**config.mk**
```make
export PLATFORM = sky130hd
export DESIGN_NAME = pwm_multi
export DESIGN_NICKNAME = d
export VERILOG_FILES = /design/src/rtl/pwm_multi.sv
export SDC_FILE = /design/constraint.sdc
export NUM_CORES = 1
export LEC_CHECK = 0
export ABC_CLOCK_PERIOD_IN_PS = 3800
export BUFFER_PORTS_ARGS = -buffer_cell sky130_fd_sc_hd__clkbuf_2
export CORE_MARGIN = 2
export CORE_UTILIZATION = 30
export CTS_BUF_LIST = sky130_fd_sc_hd__clkbuf_8 sky130_fd_sc_hd__clkbuf_16
export DETAILED_ROUTE_END_ITERATION = 12
export SYNTH_ARGS = -nofsm -noshare
export SYNTH_HDL_FRONTEND = slang
export SYNTH_SLANG_ARGS = --single-unit
export TNS_END_PERCENT = 5
```
**constraint.sdc**
```tcl
create_clock -name clk -period 3.8 [get_ports clk]
set_clock_uncertainty 0.2 [all_clocks]
set_input_delay 0.19 -clock clk [delete_from_list [all_inputs] [get_ports clk]]
set_output_delay 0.19 -clock clk [all_outputs]
set_load 0.02 [all_outputs]
```
**src/rtl/pwm_multi.sv**
```systemverilog
// pwm_multi: multi-channel PWM generator for 3-phase gate drive.
//
// One shared period counter (edge- or center-aligned) feeds NCH compare
// channels. Each channel has a double-buffered duty (shadow -> active at
// the period boundary) and a complementary high/low-side output pair with
// programmable dead time.
//
// Ports:
//   clk        system clock
//   rst_n      asynchronous active-low reset
//   en         1 = run; 0 = halt, counter to 0, all gate outputs low
//   mode       0 = edge-aligned, 1 = center-aligned (sampled while en=0)
//   duty       packed duties, channel i at [i*WIDTH +: WIDTH]
//   duty_vld   capture duty into the shadow registers
//   dead_time  dead-time cycles shared by all channels (0 = none)
//   pwm_h      high-side gate drive per channel
//   pwm_l      low-side gate drive per channel
//   PWM_synch  one-cycle pulse at period start
//   upd_pend   shadow holds a duty not yet applied
module pwm_multi #(
    parameter int unsigned WIDTH = 11,
    parameter int unsigned NCH   = 3,
    parameter int unsigned DT_W  = 6
) (
    input  logic                 clk,
    input  logic                 rst_n,
    input  logic                 en,
    input  logic                 mode,
    input  logic [NCH*WIDTH-1:0] duty,
    input  logic                 duty_vld,
    input  logic [DT_W-1:0]      dead_time,
    output logic [NCH-1:0]       pwm_h,
    output logic [NCH-1:0]       pwm_l,
    output logic                 PWM_synch,
    output logic                 upd_pend
);

    typedef enum logic {
        DIR_UP   = 1'b0,
        DIR_DOWN = 1'b1
    } dir_e;

    localparam logic [WIDTH-1:0] MAX    = '1;
    localparam logic [WIDTH-1:0] ONE    = WIDTH'(1);
    localparam logic [DT_W-1:0]  DT_ONE = DT_W'(1);

    logic [WIDTH-1:0]            r_cnt;
    dir_e                        r_dir;
    logic                        r_mode_q;
    logic                        r_run;
    logic [NCH-1:0][WIDTH-1:0]   r_shadow;
    logic [NCH-1:0][WIDTH-1:0]   r_active;
    logic                        r_pending;
    logic [NCH-1:0]              r_raw;
    logic [NCH-1:0][DT_W-1:0]    r_dt;

    logic [WIDTH-1:0]            w_cnt_nxt;
    dir_e                        w_dir_nxt;
    logic                        w_boundary;
    logic [NCH-1:0]              w_raw_nxt;
    logic [NCH-1:0]              w_dt_zero;

    // ------------------------------------------------------------------
    // Period counter: next-state logic
    // ------------------------------------------------------------------
    // r_run is en delayed by one clock. The first running edge reloads 0
    // so that every run starts with a full period and a boundary.
    always_comb begin
        w_cnt_nxt = r_cnt;
        w_dir_nxt = r_dir;
        if (!en || !r_run) begin
            w_cnt_nxt = '0;
            w_dir_nxt = DIR_UP;
        end else if (!r_mode_q) begin
            w_cnt_nxt = r_cnt + ONE;
            w_dir_nxt = DIR_UP;
        end else if (r_dir == DIR_UP) begin
            if (r_cnt == MAX) begin
                w_cnt_nxt = MAX - ONE;
                w_dir_nxt = DIR_DOWN;
            end else begin
                w_cnt_nxt = r_cnt + ONE;
            end
        end else begin
            w_cnt_nxt = r_cnt - ONE;
            if (r_cnt == ONE) begin
                w_dir_nxt = DIR_UP;
            end
        end
    end

    assign w_boundary = en & (w_cnt_nxt == '0);

    always_ff @(posedge clk or negedge rst_n) begin
        if (!rst_n) begin
            r_cnt    <= '0;
            r_dir    <= DIR_UP;
            r_mode_q <= 1'b0;
            r_run    <= 1'b0;
        end else begin
            r_cnt <= w_cnt_nxt;
            r_dir <= w_dir_nxt;
            r_run <= en;
            if (!en) begin
                r_mode_q <= mode;
            end
        end
    end

    // ------------------------------------------------------------------
    // Duty double buffer
    // ------------------------------------------------------------------
    // A strobe on the boundary edge keeps its value pending: the boundary
    // transfers the pre-edge shadow, and the strobe re-arms pending.
    always_ff @(posedge clk or negedge rst_n) begin
        if (!rst_n) begin
            r_shadow  <= '0;
            r_active  <= '0;
            r_pending <= 1'b0;
        end else begin
            if (w_boundary && r_pending) begin
                r_active <= r_shadow;
            end
            if (duty_vld) begin
                r_shadow  <= duty;
                r_pending <= 1'b1;
            end else if (w_boundary) begin
                r_pending <= 1'b0;
            end
        end
    end

    // ------------------------------------------------------------------
    // Compare and dead time
    // ------------------------------------------------------------------
    always_comb begin
        w_raw_nxt = '0;
        for (int unsigned i = 0; i < NCH; i++) begin
            w_raw_nxt[i] = en & r_run & (r_cnt < r_active[i]);
        end
    end

    // The counter reloads on the same edge raw changes, so the outputs
    // stay low for exactly dead_time cycles after the last raw edge.
    always_ff @(posedge clk or negedge rst_n) begin
        if (!rst_n) begin
            r_raw <= '0;
            r_dt  <= '0;
        end else begin
            r_raw <= w_raw_nxt;
            for (int unsigned i = 0; i < NCH; i++) begin
                if (!en) begin
                    r_dt[i] <= '0;
                end else if (w_raw_nxt[i] != r_raw[i]) begin
                    r_dt[i] <= dead_time;
                end else if (r_dt[i] != '0) begin
                    r_dt[i] <= r_dt[i] - DT_ONE;
                end
            end
        end
    end

    always_comb begin
        w_dt_zero = '0;
        pwm_h     = '0;
        pwm_l     = '0;
        for (int unsigned i = 0; i < NCH; i++) begin
            w_dt_zero[i] = (r_dt[i] == '0);
            pwm_h[i]     = r_raw[i] & w_dt_zero[i];
            pwm_l[i]     = ~r_raw[i] & r_run & w_dt_zero[i];
        end
    end

    assign PWM_synch = r_run & (r_cnt == '0);
    assign upd_pend  = r_pending;

endmodule

```
==> metrics list <==
- Run status: completed
- In the routed layout, each cell is associated on average with a via count of 5.12.
* Biggest fanout along the worst timing path: 20
- Across the run, the number of max-cap violations was 0.
- The first global-routing pass estimated 25900 microns of wire.
- Data arrival time at the worst-slack endpoint: 3.44 ns
- Once detail routing completed, the nets flagged for antenna violations numbered 0.
* # rows: 53
- Setup tns final: 0 ns
- Post-synthesis cell area: 6450 sq um
- The first TritonRoute pass finished after 4 iterations.
* Number of placed instances, taps included: 915
- Once the floorplan was initialized, standard cells occupied 30.6% of the core.
- Async S/R FF share, synth: 100%
- The worst hold path belongs to the class in -> reg.
- Buffers placed on the I/O ports in this run total 51.
* Setup Slack @ Placement: 0.449 ns
- The worst register-to-register path has a setup slack of 0.40 ns.
* Kind of launch point of the worst setup path: register
- Of the synthesized area, sequential elements account for 39.6%.
* Critical Path Source: r_cnt[0]
- Setup violations remaining at the end of the flow were counted as 0.
* Routability congestion estimate from global placement: 0.947
* Number of flops mapped to enable cells by yosys: 0
- The final layout contains 770 nets.
- Max transition margin: 18.0%
- The critical path ends at r_active[26].
- Post-CTS repair changed the size of 0 cells.
- No sink is reached through more buffers than the 2 on the longest clock path.
- Overflow after GRT: 0
* Layout cell share with drive strength beyond 1: 23.6%
* Class of the most critical setup path: reg -> reg
- Number of levels in the clock H-tree: 3
- Final max-slew violation count: 0
- TritonCTS built the clock tree.
- Number of standard cells in the layout, taps in and fillers out: 967
* CP Capture Type: register
- Hold Violations, Final: 0
- Clock-pin slew was measured on the worst setup and hold paths at 0.08 ns.
- Largest net degree at the start of global routing: 42
- Peak VDD IR: 0.233 mV
* Reg-to-reg startpoint: r_cnt[0]
- In this run the biggest area consumer among cell types represents 39.6% of the synthesized area.
* Remaining DRCs: 0
* Buffers inserted during post-CTS setup optimization: 0
* Total via count in the routed design: 4950
- Hold Path Stages: 3
- Leakage Power: 3.64 nW
* Avg WL per Cell: 16.0 microns
- Die Y: 151 microns
- Power density cells: 471 nW/um^2
* Sum of net half-perimeters after detailed placement: 11400 microns
* Warning count from the yosys run: 0
* Cell taking the most area after synthesis: dfrtp_1
- Global routing usage summed across all routing layers: 14.4%
- Clock tree synthesis selected as its root buffer the cell clkbuf_16.
* Final cycle utilization of the critical path: 89.5%
* Net count after synthesis: 693
- CTS Buf Count: 9
- Overall routed net length: 15500 microns
* Width of the die: 151 microns
- Synthesis instantiated 61 different standard cells from the library.
- The worst path needs 3.40 ns of the cycle, external delays included.
- After the first detailed-routing iteration, the DRC count stood at 212.
* Post-synthesis area per instance: 10.6 sq um
* Worst-case setup margin in the final layout: 0.401 ns
- The die covers 22700 sq um.
* Main synth FF type: dfrtp_1
- Setup repair after global routing left no endpoint under its margin.
- The synthesized design contains 102 register bits.
- Clock latency on the worst-skew pair, taken at its later pin, is 0.36 ns.
- Worst Tran Pin Value: 1.22 ns
- Diode count: 0
- For the worst flop-to-flop path, the logic depth is 10.
- Antenna violations before repair: 0
* Post-synthesis cell count: 610
* Timing-limited maximum frequency: 294 MHz
* Number of global-route vias before repair: 4895
* Relative area change from synthesis to final layout: 18.1%
- Io pins: 52
- The region available for standard cell placement spans 21100 sq um.
- CP required: 3.84 ns
* FF-to-FF End: r_active[26]
- Clock tree synthesis found a total of 102 sinks.
- Sorting the synthesized cells by area gives the leading types as dfrtp_1, ha_1, mux2_4, mux2_2, a211oi_1.
cells in the final DEF (no fill, tap or decap), drive strengths merged, types with 8 or more instances in the layout:
| cell | Yosys | routed |
|---|---|---|
| inv | 47 | 52 |
| mux2 | 67 | 67 |
| nand2 | 48 | 48 |
| dfrtp | 102 | 102 |
| a21oi | 11 | 11 |
| or4 | 9 | 9 |
| dlygate4sd3 | 0 | 36 |
| nand4 | 8 | 8 |
| ha | 39 | 39 |
| xor2 | 10 | 10 |
| xnor2 | 14 | 14 |
| nor2 | 29 | 29 |
| a21o | 14 | 14 |
| buf | 20 | 12 |
| a211oi | 25 | 25 |
| o21ai | 19 | 19 |
| nand3 | 8 | 8 |
| nor3 | 17 | 17 |
| and3 | 8 | 8 |
| a2111o | 12 | 12 |
| nor4 | 30 | 30 |
| clkbuf | 12 | 59 |
area by class of cell:
| class | instances | area [sq um] |
|---|---|---|
| Fill cell | 2105 | 13500 |
| Multi-Input combinational cell | 429 | 3510 |
| Sequential cell | 102 | 2550 |
| Timing Repair Buffer | 98 | 713 |
| Tap cell | 275 | 344 |
| Clock buffer | 9 | 225 |
| Inverter | 47 | 176 |
| Clock inverter | 7 | 95.1 |
critical path, cell delays in order, from the launching register on:
cell	delay, ns
dfrtp_1	0.54
ha_1	0.31
nand4_1	0.15
o41ai_2	0.42
buf_4	0.24
o221a_2	0.24
a31oi_1	0.09
and3_1	0.26
nand3_4	0.25
buf_12	0.24
mux2_4	0.31
power breakdown:
group	leakage, nW	switching (mW)	internal [mW]
Combinational	2.23	0.608	0.534
Clock	0.158	0.476	0.534
Sequential	1.25	0.152	1.28
repair_timing:
action                                  CTS  global route
endpoints found under the hold margin    58             0
endpoints found under the setup margin    0             0
hold buffers                             36             0
through the flow:
stage / area, sq um / total power, mW / util [%] / hold slack (ns)
finish: 7620 / 3.59 / 36.1 / 0.0363
global route: 7620 / 3.84 / 36.1 / 0.0446
CTS: 7620 / 3.63 / 36.1 / 0.0347
detailed placement: 6940 / 2.57 / 32.9 / -0.0943
global placement: 6940 / 2.55 / 32.9 / -0.0960
floorplan: 6450 / 2.27 / - / -0.306
per-layer routing:
layer  global-route usage (%)  part of all wire (%)  vias to the layer above
met5                        0                     0                        -
met4                     2.99                   1.1                        0
met3                     2.61                   5.7                       15
met2                     21.9                    43                      145
met1                     21.2                    50                     2386
li1                         -                     -                     2404
sequential cells by signal, summed over array words and instances, names as in the netlist:
register,count
r_active,33
r_shadow,33
r_dt,18
r_cnt,11
r_raw,3
r_dir,1
r_mode_q,1
r_run,1
upd_pend,1
cells in the mapped netlist, drive strengths merged, types with 17 or more instances:
cell,number
a211oi,25
buf,20
dfrtp,102
ha,39
inv,47
mux2,67
nand2,48
nor2,29
nor3,17
nor4,30
o21ai,19
worst min path at each step:
stage            startpoint     endpoint  slack [ns]
4_1_cts        dead_time[4]     r_dt[16]        0.03
3_3_place_gp          rst_n  r_shadow[2]        -0.1
5_1_grt        dead_time[2]      r_dt[2]        0.04
6_report       dead_time[4]     r_dt[16]        0.04
2_1_floorplan         rst_n  r_active[0]       -0.31
3_5_place_dp          rst_n  r_shadow[2]       -0.09
cells by family after synthesis:
group	synth area share, %
AND/OR/NAND/NOR	16.4
AO/OA/AOI/OAI	13.8
flip-flops	39.6
buffers and inverters	5.99
multiplexers	13.4
adder cells (fa/ha/maj)	7.57
XOR/XNOR	3.26
(Power assumes the default switching activity.)
